`src/rtl/mist1032isa_uart_receiver.sv`:
```
// MIST1032ISA UART receiver: 8N1, LSB first, x4 oversampling tick used as a clock enable on iCLOCK.
// state | meaning: IDLE wait for start edge; START mid-start check; DATA shift 8 bits; STOP stop sample; BREAK wait for line high.
module mist1032isa_uart_receiver #(
  parameter bit          BAUDRATE_FIXED   = 1'b1,
  parameter logic [19:0] BAUDRATE_COUNTER = 20'd108
)(
  input  logic        iCLOCK,
  input  logic        iRESET,
  input  logic [19:0] iEXTBAUD_COUNT,
  input  logic        iUART_RXD,
  output logic        oRX_VALID,
  output logic [7:0]  oRX_DATA,
  input  logic        iRX_ACK,
  output logic        oRX_FRAME_ERR,
  output logic        oRX_OVERRUN,
  output logic        oRX_BUSY
);

  typedef enum logic [2:0] {IDLE, START, DATA, STOP, BREAK} state_t;

  state_t      state;
  logic        rxd_m, rxd_s, rxd_prev;
  logic [19:0] baud_cnt;
  logic [19:0] divisor;
  logic        tick;
  logic        fall;
  logic [1:0]  sub_cnt;
  logic [2:0]  bit_idx;
  logic [7:0]  shift;

  assign divisor = BAUDRATE_FIXED ? BAUDRATE_COUNTER : iEXTBAUD_COUNT;
  // >= so a divisor lowered mid-frame cannot strand the counter above the compare value
  assign tick    = (state != IDLE) && (baud_cnt >= divisor);
  assign fall    = rxd_prev & ~rxd_s;

  always_ff @(posedge iCLOCK or posedge iRESET) begin
    if (iRESET) begin
      rxd_m    <= 1'b1;
      rxd_s    <= 1'b1;
      rxd_prev <= 1'b1;
    end else begin
      rxd_m    <= iUART_RXD;
      rxd_s    <= rxd_m;
      rxd_prev <= rxd_s;
    end
  end

  always_ff @(posedge iCLOCK or posedge iRESET) begin
    if (iRESET)              baud_cnt <= 20'd0;
    else if (state == IDLE)  baud_cnt <= 20'd0;
    else if (tick)           baud_cnt <= 20'd0;
    else                     baud_cnt <= baud_cnt + 20'd1;
  end

  always_ff @(posedge iCLOCK or posedge iRESET) begin
    if (iRESET) begin
      state         <= IDLE;
      sub_cnt       <= 2'd0;
      bit_idx       <= 3'd0;
      shift         <= 8'h00;
      oRX_VALID     <= 1'b0;
      oRX_DATA      <= 8'h00;
      oRX_FRAME_ERR <= 1'b0;
      oRX_OVERRUN   <= 1'b0;
      oRX_BUSY      <= 1'b0;
    end else begin
      oRX_FRAME_ERR <= 1'b0;
      oRX_OVERRUN   <= 1'b0;
      if (iRX_ACK && oRX_VALID) oRX_VALID <= 1'b0;
      case (state)
        IDLE: begin
          sub_cnt <= 2'd0;
          if (fall) begin
            state    <= START;
            oRX_BUSY <= 1'b1;
          end
        end
        START: if (tick) begin
          if (sub_cnt == 2'd1) begin
            sub_cnt <= 2'd0;
            bit_idx <= 3'd0;
            if (!rxd_s) begin
              state <= DATA;
            end else begin
              state    <= IDLE;
              oRX_BUSY <= 1'b0;
            end
          end else begin
            sub_cnt <= sub_cnt + 2'd1;
          end
        end
        DATA: if (tick) begin
          sub_cnt <= sub_cnt + 2'd1;
          if (sub_cnt == 2'd3) begin
            shift <= {rxd_s, shift[7:1]};
            if (bit_idx == 3'd7) state <= STOP;
            else                 bit_idx <= bit_idx + 3'd1;
          end
        end
        STOP: if (tick) begin
          sub_cnt <= sub_cnt + 2'd1;
          if (sub_cnt == 2'd3) begin
            if (rxd_s) begin
              // an ACK in the same cycle frees the slot, so the new byte wins over overrun
              if (!oRX_VALID || iRX_ACK) begin
                oRX_DATA  <= shift;
                oRX_VALID <= 1'b1;
              end else begin
                oRX_OVERRUN <= 1'b1;
              end
              state    <= IDLE;
              oRX_BUSY <= 1'b0;
            end else begin
              oRX_FRAME_ERR <= 1'b1;
              state         <= BREAK;
            end
          end
        end
        BREAK: if (rxd_s) begin
          state    <= IDLE;
          oRX_BUSY <= 1'b0;
        end
        default: begin
          state    <= IDLE;
          oRX_BUSY <= 1'b0;
        end
      endcase
    end
  end

endmodule
```
`config.mk`:
```
export PLATFORM = sky130hd
export DESIGN_NAME = mist1032isa_uart_receiver
export DESIGN_NICKNAME = d
export VERILOG_FILES = /design/src/rtl/mist1032isa_uart_receiver.sv
export SDC_FILE = /design/constraint.sdc
export NUM_CORES = 1
export LEC_CHECK = 0
export BUFFER_PORTS_ARGS = -buffer_cell sky130_fd_sc_hd__buf_2
export CORE_MARGIN = 1
export CORE_UTILIZATION = 49
export DETAILED_ROUTE_END_ITERATION = 10
export PLACE_DENSITY = 0.74
export SYNTH_ARGS = -nofsm -noshare
export SYNTH_HDL_FRONTEND = slang
export SYNTH_SLANG_ARGS = --single-unit
```
`constraint.sdc`:
```
create_clock -name iCLOCK -period 1.9 [get_ports iCLOCK]
set_input_delay 0.19 -clock iCLOCK [delete_from_list [all_inputs] [get_ports iCLOCK]]
set_output_delay 0.19 -clock iCLOCK [all_outputs]
set_load 0.05 [all_outputs]
```
Word level (Yosys, flattened, before mapping)
Index checks and enable logic that the tools add are counted. W data, S select, Z words.

Output and inout bits: 12. Register bits after elaboration: 51. Word-level logic and storage cells: 99.

Equality and inequality tests: 18. Bitwise gates (word level): 3. Order comparisons: 1. $add $sub $neg: 3. Multiplexer cells: 46. Reductions and logical operators: 15.

Operators by type and width (count): $mux W3 (15); $mux W20 (2); $mux W1 (21); $add A20 B1 Y20 const B (1); $ge A20 B7 Y1 const B (1); $ne A2 B2 Y1 const B (10); $pmux W3 S5 (1); $reduce_and A6 Y1 (2); $reduce_and A9 Y1 (1); $mux W2 (4); $eq A3 B2 Y1 const B (2); $eq A3 B3 Y1 const B (2); $pmux W2 S3 (1); $pmux W3 S2 (1); $reduce_and A3 Y1 (2); $reduce_bool A3 Y1 (2); $pmux W1 S5 (1); $reduce_and A5 Y1 (1); $add A3 B1 Y3 const B (1); $eq A3 B1 Y1 const B (1); $logic_not A3 Y1 (1); $add A2 B1 Y2 const B (1); $eq A2 B1 Y1 const B (1); $eq A2 B2 Y1 const B (1); other kinds (8) (10).

Depth between registers and ports, before layout
Gate-level depths: netlist of run 1.

Depth in word-level cells: 7. Mapped depth: 6. Depth with buffers taken out: 6.

Least setup slack after synthesis of run 1
No wires, ideal clock.

Kind: reg-to-reg. Start: register baud_cnt[3]. End: register oRX_DATA[0]. Period minus slack after synthesis: 1.787 ns. Path slack: 0.113 ns. Library setup time: 0.125 ns. Stages on the path, launching flop included: 7. Arrival time: 1.662 ns. Cells stage by stage: dfrtp_1 -> a21oi_1 -> o211ai_2 -> nor2_1 -> or4b_1 -> buf_6 -> mux2_4.

Longest elaborated chain between the ends: 3.

RTL lines: start, declared (RTL line 23) `logic [19:0] baud_cnt;`; start signal, assigned (RTL line 52) `else baud_cnt <= baud_cnt + 20'd1;`; $ge A20 B7 Y1 (RTL line 33) `assign tick = (state != IDLE) && (baud_cnt >= divisor);`; $logic_and A1 B1 Y1 (RTL line 33); $reduce_and A5 Y1 (no line); end signal, assigned (RTL line 106) `oRX_DATA <= shift;`; end, declared (RTL line 12) `output logic [7:0] oRX_DATA,`.

Every way passes these cells. A chain may end at the register's enable or synchronous reset.

Worst setup path in the final report of run 1
Start: register sub_cnt[1]. End: register oRX_DATA[6].

Longest elaborated chain between the ends: 2.

RTL lines: start, declared (RTL line 27) `logic [1:0] sub_cnt;`; start signal, assigned (RTL line 89) `sub_cnt <= sub_cnt + 2'd1;`; start signal, assigned (RTL line 93) `sub_cnt <= sub_cnt + 2'd1;`; start signal, assigned (RTL line 101) `sub_cnt <= sub_cnt + 2'd1;`; $eq A2 B2 Y1 (RTL line 102) `if (sub_cnt == 2'd3) begin`; $reduce_and A5 Y1 (no line).

Every way passes these cells.

==> impl_results.rst, run 1 <==
.. list-table::
   :header-rows: 1

   * - Metric
     - Value
   * - Maximum fanout count along the critical path
     - 8
   * - Yosys warning total
     - 0
   * - Switching power share of the total
     - 30.25%
   * - Setup Total Neg Slack
     - 0 ns
   * - Worst reg2reg path startpoint
     - sub_cnt[1]$_DFFE_PP0P_
   * - IR Drop Worst-Case VDD
     - 0.5371 mV
   * - Slowest cell delay on critical path
     - 0.56 ns
   * - Slew Limit Fails
     - 0
   * - Cell types occupying the most area after synthesis
     - dfrtp_1 58%, mux2_4 5.8%, mux2_2 5.4%
   * - Antenna Violating Nets Remaining
     - 0
   * - Number of antenna violations at the first check in global routing
     - 0
   * - Clock latency of the later-clocked register in the worst-skew pair
     - 0.31 ns
   * - Cell row count
     - 23
   * - Post-synth top flop
     - dfrtp_1
   * - Via-per-instance ratio
     - 5.147
   * - Remaining global-route overflow
     - 0
   * - H-tree depth
     - 2
   * - Ratio of cells with drive above 1 in the final layout
     - 36.36%
   * - Post-Route WL
     - 3554 um
   * - Cell type with the largest total area after synthesis
     - dfrtp_1
   * - Number of global-route vias before repair
     - 1260
   * - Netlist area before placement
     - 0.002087 mm^2
   * - Number of ports placed on the die boundary
     - 36
   * - Antenna fix cells
     - 0
   * - Worst EP arrival
     - 2.04 ns
   * - Final routed DRC violation total
     - 0
   * - Mean instance size in the synthesized netlist
     - 13.13 um^2
   * - Count of flip-flops with a built-in enable after synthesis
     - 0
   * - Count of buffering cells on the critical path with inverters included
     - 1
   * - Count of cell types in the netlist
     - 40
   * - HPWL after DPL
     - 2482 um
   * - Port Buffers
     - 15
   * - DR vias
     - 1333
   * - Fraction of post-synthesis cell area in the top cell type by area
     - 57.55%
   * - Cell chain of the critical path
     - ha_1 -> nand3b_1 -> or4b_4 -> buf_6 -> mux2_4
   * - Placeable core region
     - 0.004058 mm^2
   * - Buffer type at the clock tree root
     - clkbuf_8
   * - Flop pwr share
     - 44.5%
   * - Endpoint required time on the critical path
     - 2.09 ns
   * - Fin crit share
     - 97.57%
   * - Share of synthesized flip-flops with an asynchronous set or reset
     - 100.0%
   * - Global-route wire length before repair
     - 5761 um
   * - Cell count after synthesis
     - 159
   * - Total number of nets in the final design
     - 239
   * - Cell internal pwr
     - 2.119 mW
   * - Worst-margin pin slew
     - 0.6222 ns
   * - Buffer levels on the longest clock path
     - 2
   * - Worst Min Path Start
     - iRX_ACK
   * - Reported leakage power
     - 1.273 nW
   * - Critical Path Source Type
     - flip-flop
   * - Number of max-capacitance violations reported
     - 0
   * - Category of the most critical setup path
     - reg2reg
   * - Pin count of the biggest net entering global routing
     - 33
   * - First element of the critical path
     - sub_cnt[1]$_DFFE_PP0P_
   * - Final core utilization
     - 63.83%
   * - Final setup violation count
     - 0
   * - Wire length per cell
     - 13.72 um
   * - Min Clock Period, post-route
     - 1.854 ns
   * - Post-synthesis sequential element count
     - 51
   * - NetSw
     - 918.9 uW
   * - Synth-to-layout area growth
     - 24.10%
   * - Clock transition at the register clock pins on the worst setup and hold paths after CTS
     - 0.10 ns
   * - Total power divided by cell area
     - 1173 mW/mm^2
   * - Commonest cells in the netlist
     - 48 x dfrtp_1, 13 x nor2_1, 10 x mux2_2, 8 x mux2_4
   * - Class of the most critical hold timing path
     - in2reg
   * - Cell with the biggest individual delay on the critical path
     - or4b_4
   * - Top-count cell post-synth
     - dfrtp_1
   * - Die span in y
     - 67.26 um
   * - Critical Path Sink Type
     - flip-flop
   * - Number of buffers inserted during clock tree synthesis
     - 5
   * - CTS sink cnt
     - 51
   * - Worst slew margin relative to its limit
     - 58.46%
   * - Power Total
     - 3.038 mW
   * - First-pass DRT Iterations
     - 4
   * - Worst-case clock skew
     - 0.01816 ns
   * - Weighted congestion reported at the end of routability-driven placement
     - 0.8161
   * - Portion of total power attributed to the clock network
     - 29.4%
   * - Global routing usage summed across all routing layers
     - 17.66%
   * - Die Outline Area
     - 0.004524 mm^2
   * - Unrepaired setup endpoints after global routing
     - yes
   * - Horiz. Die Dim
     - 67.26 um
   * - Initial core utilization
     - 51.43%
   * - Endpoints failing hold
     - 0
   * - Comb power frac
     - 26.1%
   * - Clock tree from TritonCTS
     - done
   * - Iter 0 DRT Violations
     - 79
   * - Upper clock frequency limit
     - 539.4 MHz
   * - Kind of cell adding the most delay to the critical path
     - simple AND/OR/NAND/NOR gates
   * - Result of the run
     - completed
   * - Share of synthesized area occupied by flip-flops and latches
     - 61.33%
power groups by stage:
stage	Clock [mW]	Sequential [mW]	Combinational (mW)
floorplan	0	1.43	0.431
global placement	0	1.35	0.694
detailed placement	0	1.37	0.739
CTS	0.915	1.34	0.773
global route	0.968	1.37	0.875
finish	0.894	1.35	0.792
layout by cell type, fill, tap and decap left out, types with 2 or more instances in the layout:
cell,n
a21oi_1,4
a22o_1,2
and3_1,3
buf_2,15
buf_4,16
bufinv_16,2
clkbuf_8,5
conb_1,13
dfrtp_1,47
dfstp_2,3
dlygate4sd3_1,2
ha_1,5
inv_1,4
inv_2,2
mux2_2,10
mux2_4,8
nand2_1,7
nand2b_1,2
nand3_1,3
nor2_1,12
nor3_1,4
o21ai_0,6
or3_1,2
xnor2_1,3
xor2_1,2
sequential cells by signal, indices dropped and copies added, names as in the netlist, 2 cells and up:
signal	cells
state	3
bit_idx	3
baud_cnt	20
sub_cnt	2
oRX_DATA	8
shift	8
final timing paths:
| check | end | cells past startpoint | slack [ns] |
|---|---|---|---|
| worst max-delay path | oRX_DATA[6]$_DFFE_PP0P_ | 5 | 0.05 |
| worst min-delay path | oRX_OVERRUN$_DFF_PP0_ | 3 | 0.19 |
| min in group asynchronous | oRX_DATA[4]$_DFFE_PP0P_ | 3 | 0.49 |
| max in group asynchronous | baud_cnt[5]$_DFF_PP0_ | 4 | 0.79 |
| worst min register to register | rxd_s$_DFF_PP1_ | 0 | 0.36 |
| worst max register to register | oRX_DATA[6]$_DFFE_PP0P_ | 5 | 0.05 |
routing by layer:
metal	share of wire, %	GRT usage (%)	wire, um
met1	46	23.52	1649
met4	0.90	6.383	32
met2	50	27.38	1761
met3	3.1	5.068	111
met5	0	0	0
through the flow:
step,cell area [um^2],setup WS [ns],hold WS [ns],std cells
2_1_floorplan,2132,0.1130,0.1945,171
3_3_place_gp,2351,-0.004050,0.2863,246
3_5_place_dp,2351,-0.03043,0.3025,246
4_1_cts,2540,0.006591,0.1930,258
5_1_grt,2590,-0.02146,0.1907,259
6_report,2590,0.04608,0.1899,259
cell families (layout without fill, tap and decap cells):
family / after synthesis / in the layout / synth area share (%)
AO/OA/AOI/OAI: 21 / 21 / 7.075
flip-flops: 51 / 51 / 61.33
buffers and inverters: 10 / 48 / 2.218
XOR/XNOR: 5 / 5 / 2.099
adder cells (fa/ha/maj): 7 / 7 / 4.196
AND/OR/NAND/NOR: 45 / 45 / 11.27
other: 1 / 13 / 0.1797
multiplexers: 19 / 19 / 11.63
repair_timing:
action,4_1_cts,5_1_grt
setup endpoints to repair,9,14
resized for setup,3,9
hold endpoints to repair,28,0
hold buffers,2,0
buffers inserted,2,1
pin swaps,2,1
worst reg2reg max path, cell delays in order, from the launching register on:
cell and delay [ns]:
dfrtp_1 0.37, ha_1 0.20, nand3b_1 0.14, or4b_4 0.56, buf_6 0.17, mux2_4 0.30
layout make-up:
cell class | count | area [um^2]
inverters | 6 | 22.52
well taps | 50 | 62.56
multi-input cells | 110 | 857.1
clock buffers | 5 | 68.82
repair buffers | 34 | 226.5
flip-flops and latches | 51 | 1281
clock inverters | 3 | 71.32
fillers | 303 | 1468
(Power assumes the default switching activity.)
==> inputs of run 2 (changes only) <==
CORE_UTILIZATION = 59   (was 49)
MAX_ROUTING_LAYER = met4   (was not set)
PLACE_DENSITY = 0.83   (was 0.74)
clock period = 2.2 ns   (was 1.9 ns; I/O delays follow)
==> run 2 against run 1 <==
Against the previous run:
- clock-buffer cell count rose by 1
- register-to-register slack improved by 0.15 ns
- design area fell by 8.7%
- sequential power fell by 12%
- largest cell class unchanged
- worst setup slack improved by 0.15 ns
- die area fell by 16%
- maximum frequency fell by 7.5%
- non-clock buffer count fell by 13
==> impl_results.rst, run 2 (synthesis results as in run 1) <==
.. list-table::
   :header-rows: 1

   * - Metric
     - Value
   * - First-pass DRT Iterations
     - 4 (unchanged)
   * - Kind of cell adding the most delay to the critical path
     - simple AND/OR/NAND/NOR gates
   * - Worst-case clock skew
     - 0.01293 ns (-0.005236 ns)
   * - H-tree depth
     - 2 (unchanged)
   * - Die Outline Area
     - 0.003779 mm^2 (-16%)
   * - Final routed DRC violation total
     - 0 (unchanged)
   * - Maximum fanout count along the critical path
     - 8 (unchanged)
   * - Most common cell after layout, fill and taps aside
     - dfrtp_1
   * - Horiz. Die Dim
     - 61.48 um (-8.6%)
   * - CTS sink cnt
     - 51 (unchanged)
   * - Critical Path Source Type
     - flip-flop
   * - Pin count of the biggest net entering global routing
     - 27 (-18%)
   * - Result of the run
     - completed
   * - Cell with the biggest individual delay on the critical path
     - or4b_4
   * - Number of max-capacitance violations reported
     - 0 (unchanged)
   * - Slew Limit Fails
     - 0 (unchanged)
   * - Post-CTS Setup Repair Bufs
     - 0 (-2)
   * - Port Buffers
     - 15 (unchanged)
   * - Min Clock Period, post-route
     - 2.004 ns (+0.1498 ns)
   * - Antenna fix cells
     - 0 (unchanged)
   * - Remaining global-route overflow
     - 0 (unchanged)
   * - Global-route wire length before repair
     - 5430 um (-5.7%)
   * - IR Drop Worst-Case VDD
     - 0.5851 mV (+8.9%)
   * - Number of global-route vias before repair
     - 1256 (-0.32%)
   * - Die span in y
     - 61.48 um (-8.6%)
   * - Fin crit share
     - 91.08% (-6.5 points)
   * - DR vias
     - 1269 (-4.8%)
   * - Design area
     - 0.002364 mm^2 (-8.7%)
   * - Cell chain of the critical path
     - ha_1 -> nand3b_1 -> or4b_4 -> mux2_4
   * - Total power divided by cell area
     - 913.3 mW/mm^2 (-22%)
   * - Initial core utilization
     - 62.05% (+11 points)
   * - Clock tree from TritonCTS
     - done
   * - Synth-to-layout area growth
     - 13.25%
   * - Critical Path Sink Type
     - flip-flop
   * - Slowest cell delay on critical path
     - 0.66 ns (+0.10 ns)
   * - Unrepaired setup endpoints after global routing
     - no
   * - Final setup violation count
     - 0 (unchanged)
   * - Reported leakage power
     - 1.177 nW (-7.6%)
   * - Number of ports placed on the die boundary
     - 36 (unchanged)
   * - Worst-margin pin slew
     - 0.5868 ns (-0.03543 ns)
   * - Iter 0 DRT Violations
     - 62 (-22%)
   * - Worst slew margin relative to its limit
     - 60.81% (+2.3 points)
   * - Antenna Violating Nets Remaining
     - 0 (unchanged)
   * - Flip-flop count of the largest register after layout
     - 20 (unchanged)
   * - Via-per-instance ratio
     - 5.266 (+2.3%)
   * - HPWL after DPL
     - 2559 um (+3.1%)
   * - Post-Route WL
     - 3490 um (-1.8%)
   * - Wire length per cell
     - 14.48 um (+5.5%)
   * - Placed Instance Area
     - 0.002283 mm^2 (-2.9%)
   * - Power Total
     - 2.159 mW (-29%)
   * - Global routing usage summed across all routing layers
     - 21.50% (+3.8 points)
   * - Count of buffering cells on the critical path with inverters included
     - 0 (-1)
   * - Total number of nets in the final design
     - 226 (-5.4%)
   * - Number of antenna violations at the first check in global routing
     - 0 (unchanged)
   * - Register with the most flip-flops
     - baud_cnt
   * - Cell row count
     - 21 (-8.7%)
   * - Number of buffers inserted during clock tree synthesis
     - 5 (unchanged)
   * - Category of the most critical setup path
     - reg2reg
   * - Upper clock frequency limit
     - 499.1 MHz (-7.5%)
   * - Endpoint required time on the critical path
     - 2.44 ns (+0.35 ns)
   * - Ratio of cells with drive above 1 in the final layout
     - 27.69% (-8.7 points)
   * - Top library cells by usage in the layout, fill and taps aside
     - 48 x dfrtp_1, 15 x buf_2, 13 x nor2_1, 13 x conb_1, 10 x mux2_2
   * - Buffer type at the clock tree root
     - clkbuf_4
   * - Worst EP arrival
     - 2.24 ns (+0.20 ns)
   * - Buffer levels on the longest clock path
     - 2 (unchanged)
   * - Setup Total Neg Slack
     - 0 ns (unchanged)
   * - Clock transition at the register clock pins on the worst setup and hold paths after CTS
     - 0.14 ns (+0.04 ns)
   * - Top Registers
     - baud_cnt: 20 flops, oRX_DATA: 8 flops, shift: 8 flops
   * - Placeable core region
     - 0.003363 mm^2 (-17%)
   * - Endpoints failing hold
     - 0 (unchanged)
   * - Clock latency of the later-clocked register in the worst-skew pair
     - 0.35 ns (+0.04 ns)
   * - Weighted congestion reported at the end of routability-driven placement
     - 0.8421 (+3.2%)
   * - Register-to-register setup slack
     - 0.20 ns (+0.15 ns)
   * - Class of the most critical hold timing path
     - in2reg
-- run 2: changes by cell type in the layout (fill, tap and decap cells not counted), sizes merged --
| cell | previous run | this run |
|---|---|---|
| buf | 32 | 19 |
| inv | 7 | 6 |
| bufinv | 2 | 0 |
| clkbuf | 5 | 6 |
| clkinv | 0 | 1 |
-- run 2: layout make-up --
| type | count | area, um^2 |
|---|---|---|
| Inverter | 6 | 22.52 |
| Tap cell | 46 | 57.56 |
| Sequential cell | 51 | 1280 |
| Clock buffer | 6 | 51.30 |
| Multi-Input combinational cell | 110 | 809.5 |
| Clock inverter | 1 | 5.005 |
| Timing Repair Buffer | 21 | 137.6 |
| Fill cell | 274 | 999.7 |
-- run 2: timing repair --
action	in CTS	in global routing
hold buffers	2	0
resized for setup	0	1
endpoints found under the hold margin	24	0
endpoints found under the setup margin	0	8
-- run 2: path summary, 6_finish.rpt --
kind	from	end	cells after the start
worst min-delay path	iRX_ACK	oRX_OVERRUN$_DFF_PP0_	3
worst min register to register	rxd_m$_DFF_PP1_	rxd_s$_DFF_PP1_	0
worst max-delay path	sub_cnt[0]$_DFFE_PP0P_	oRX_DATA[6]$_DFFE_PP0P_	4
min in group asynchronous	iRESET	oRX_DATA[1]$_DFFE_PP0P_	3
worst max register to register	sub_cnt[0]$_DFFE_PP0P_	oRX_DATA[6]$_DFFE_PP0P_	4
max in group asynchronous	iRESET	rxd_prev$_DFF_PP1_	4
-- run 2: power by group --
part / total (mW) / internal [mW] / switching [mW]
Clock: 0.410 / 0.149 / 0.261
Sequential: 1.19 / 1.06 / 0.130
Combinational: 0.561 / 0.240 / 0.321
Total: 2.16 / 1.45 / 0.713
-- run 2: per-stage QoR --
stage / setup slack (ns) / hold slack (ns) / utilization [%] / std cells
global placement: 0.1279 / 0.2725 / 67.89 / 232
floorplan: 0.4130 / 0.2245 / - / 171
detailed placement: 0.07299 / 0.2946 / 67.89 / 232
finish: 0.1963 / 0.1607 / 70.28 / 241
global route: 0.07471 / 0.1670 / 70.28 / 241
CTS: 0.03212 / 0.1548 / 70.16 / 241
-- run 2: worst min-delay path: cells and delay by family --
family,cells,cell delay (ns)
buffers and inverters,1,0.07
and+or+nand+nor,2,0.20
-- run 2: metal layers --
| metal | share of wire, % | vias to the layer above | global-route usage (%) |
|---|---|---|---|
| met3 | 2.6 | 5 | 6.723 |
| met1 | 43 | 637 | 23.25 |
| li1 | - | 611 | - |
| met2 | 54 | 16 | 37.11 |
| met4 | 1.2 | 0 | 7.937 |
| met5 | 0 | - | - |
==> inputs of run 3 (changes only) <==
BUFFER_PORTS_ARGS = -buffer_cell sky130_fd_sc_hd__clkbuf_2   (was -buffer_cell sky130_fd_sc_hd__buf_2)
HOLD_SLACK_MARGIN = 0.05   (was not set)
==> run 3 against run 2 <==
Against the previous run:
- total power is 10% higher
- critical path type unchanged
- non-clock buffer count unchanged
- via count rose by 2.4%
- design area increased by 1.9%
==> impl_results.rst, run 3 (synthesis results as in run 1) <==
.. list-table::
   :header-rows: 1

   * - Metric
     - Value
   * - Clock transition at the register clock pins on the worst setup and hold paths after CTS
     - 0.14 ns (about the same)
   * - Placed Instance Area
     - 0.002283 mm^2 (unchanged)
   * - Final routed DRC violation total
     - 0 (unchanged)
   * - Buffer type at the clock tree root
     - clkbuf_4
   * - Register-to-register setup slack
     - 0.21 ns (+0.02 ns)
   * - Post-CTS Setup Repair Bufs
     - 0 (unchanged)
   * - Worst slew margin relative to its limit
     - 60.82% (about the same)
   * - Via-per-instance ratio
     - 5.372 (+2.0%)
   * - Wire length per cell
     - 14.11 um (-2.6%)
   * - Ratio of cells with drive above 1 in the final layout
     - 27.55% (-0.14 points)
   * - Cell depth of the worst min-delay path
     - 3 (unchanged)
   * - Worst-margin pin slew
     - 0.5865 ns (-0.0002190 ns)
   * - Number of ports placed on the die boundary
     - 36 (unchanged)
   * - Reported leakage power
     - 1.186 nW (+0.83%)
   * - Setup Total Neg Slack
     - 0 ns (unchanged)
   * - Number of global-route vias before repair
     - 1253 (-0.24%)
   * - Result of the run
     - completed
   * - Power Total
     - 2.376 mW (+10%)
   * - Cell row count
     - 21 (unchanged)
   * - Endpoint required time on the critical path
     - 2.46 ns (+0.02 ns)
   * - Final core utilization
     - 71.61% (+1.3 points)
   * - Global routing usage summed across all routing layers
     - 21.34% (-0.16 points)
   * - Class of the most critical hold timing path
     - in2reg
   * - Non-filler cells, final
     - 242 (+0.41%)
   * - Number of placed instances with taps included
     - 232 (unchanged)
   * - HPWL after DPL
     - 2486 um (-2.8%)
   * - Port Buffers
     - 15 (unchanged)
   * - Final-layout worst hold slack
     - 0.1712 ns (+0.01052 ns)
   * - Number of buffers inserted during clock tree synthesis
     - 5 (unchanged)
   * - Slowest cell delay on critical path
     - 0.66 ns (about the same)
   * - Total power divided by cell area
     - 986.5 mW/mm^2 (+8.0%)
   * - Design area
     - 0.002409 mm^2 (+1.9%)
   * - First-pass DRT Iterations
     - 4 (unchanged)
   * - Upper clock frequency limit
     - 503.4 MHz (+0.87%)
   * - Clock latency of the later-clocked register in the worst-skew pair
     - 0.36 ns (about the same)
   * - Cell chain of the critical path
     - ha_1 -> nand3b_1 -> or4b_4 -> mux2_4
   * - Reg2Reg Capture Point
     - oRX_DATA[6]$_DFFE_PP0P_
   * - IR Drop Worst-Case VDD
     - 0.5147 mV (-12%)
   * - Final setup violation count
     - 0 (unchanged)
   * - Worst EP arrival
     - 2.24 ns (about the same)
   * - Total number of nets in the final design
     - 226 (unchanged)
   * - Number of antenna violations at the first check in global routing
     - 0 (unchanged)
   * - Fin crit share
     - 90.30% (-0.78 points)
   * - Antenna fix cells
     - 0 (unchanged)
   * - Pin count of the biggest net entering global routing
     - 27 (unchanged)
   * - Worst Min Path Start
     - iRX_ACK
   * - Remaining global-route overflow
     - 0 (unchanged)
   * - Flip-flop count of the largest register after layout
     - 20 (unchanged)
   * - First element of the critical path
     - sub_cnt[0]$_DFFE_PP0P_
   * - Clock tree from TritonCTS
     - done
   * - Worst slack at placement
     - 0.04672 ns (-0.02627 ns)
   * - Slew Limit Fails
     - 0 (unchanged)
   * - Cell with the biggest individual delay on the critical path
     - or4b_4
   * - H-tree depth
     - 2 (unchanged)
   * - Smallest setup slack after layout
     - 0.2135 ns (+0.01720 ns)
   * - Worst-case clock skew
     - 0.01745 ns (+0.004523 ns)
   * - Number of max-capacitance violations reported
     - 0 (unchanged)
   * - Number of cell instances on the worst register-to-register path
     - 4 (unchanged)
   * - Post-Route WL
     - 3414 um (-2.2%)
   * - Top library cells by usage in the layout, fill and taps aside
     - 48 x dfrtp_1, 15 x clkbuf_2, 13 x nor2_1, 13 x conb_1, 10 x mux2_2
   * - Die span in y
     - 61.48 um (unchanged)
   * - Endpoints failing hold
     - 0 (unchanged)
   * - Critical Path Source Type
     - flip-flop
   * - Maximum fanout count along the critical path
     - 8 (unchanged)
   * - Register with the most flip-flops
     - baud_cnt
   * - Min Clock Period, post-route
     - 1.987 ns (-0.01720 ns)
   * - Top Registers
     - baud_cnt: 20 flops, oRX_DATA: 8 flops, shift: 8 flops
   * - Number of filler cells placed in the layout
     - 256 (-6.6%)
   * - Unrepaired setup endpoints after global routing
     - no
   * - Horiz. Die Dim
     - 61.48 um (unchanged)
   * - Synth-to-layout area growth
     - 15.41%
   * - Antenna Violating Nets Remaining
     - 0 (unchanged)
   * - Die Outline Area
     - 0.003779 mm^2 (unchanged)
   * - Iter 0 DRT Violations
     - 119 (+92%)
   * - CTS sink cnt
     - 51 (unchanged)
   * - Placeable core region
     - 0.003363 mm^2 (unchanged)
   * - Buffer levels on the longest clock path
     - 2 (unchanged)
   * - Category of the most critical setup path
     - reg2reg
   * - Worst Hold Endpoint
     - oRX_OVERRUN$_DFF_PP0_
   * - Kind of cell adding the most delay to the critical path
     - simple AND/OR/NAND/NOR gates
   * - Global-route wire length before repair
     - 5444 um (+0.26%)
   * - Most common cell after layout, fill and taps aside
     - dfrtp_1
   * - DR vias
     - 1300 (+2.4%)
   * - Initial core utilization
     - 62.05% (unchanged)
   * - Weighted congestion reported at the end of routability-driven placement
     - 0.8457 (+0.43%)
   * - Count of buffering cells on the critical path with inverters included
     - 0 (unchanged)
   * - Worst reg2reg path startpoint
     - sub_cnt[0]$_DFFE_PP0P_
   * - Critical Path Sink Type
     - flip-flop
-- run 3: changes by cell type in the layout (fill, tap and decap cells not counted) --
cell       previous run  this run
clkbuf_2              0        15
clkbuf_1              0         1
clkbuf_8              1         0
bufinv_16             0         2
buf_2                15         0
clkinv_2              1         0
-- run 3: area by class of cell --
class                   count  area (um^2)  area share [%]
flip-flops and latches     51         1280           53.14
multi-input cells         110        809.5           33.61
repair buffers             21        137.6           5.714
clock inverters             2        60.06           2.494
well taps                  46        57.56           2.390
clock buffers               6        41.29           1.714
inverters                   6        22.52          0.9351
-- run 3: timing repair --
item,CTS,global route
hold buffers,2,0
endpoints found under the hold margin,24,0
gates resized for setup,0,1
endpoints found under the setup margin,0,8
-- run 3: how the worst max path moves through the flow --
stage                     slack [ns]  depth (start not counted)                 endpoint
after floorplan                 0.41                          6  oRX_DATA[0]$_DFFE_PP0P_
after global placement          0.13                          4  oRX_DATA[6]$_DFFE_PP0P_
after detailed placement        0.05                          4  oRX_DATA[0]$_DFFE_PP0P_
after CTS                       0.02                          4  oRX_DATA[6]$_DFFE_PP0P_
after global routing            0.13                          4  oRX_DATA[5]$_DFFE_PP0P_
final                           0.21                          4  oRX_DATA[6]$_DFFE_PP0P_
-- run 3: report_power, final --
part | total (mW) | leakage [nW] | internal (mW) | switching, mW
Clock | 0.627 | 0.0525 | 0.355 | 0.272
Sequential | 1.16 | 0.656 | 1.06 | 0.101
Combinational | 0.591 | 0.478 | 0.241 | 0.350
-- run 3: metal layers --
layer / GRT usage [%] / part of all wire (%) / vias up
li1: - / - / 611
met1: 24.75 / 42 / 655
met2: 34.94 / 52 / 25
met3: 4.412 / 2.7 / 9
met4: 11.43 / 2.6 / 0
met5: - / 0 / -
-- run 3: worst reg2reg max path: stages (launching register included) --
cell and delay [ns]:
dfrtp_1 0.43, ha_1 0.29, nand3b_1 0.17, or4b_4 0.66, mux2_4 0.34
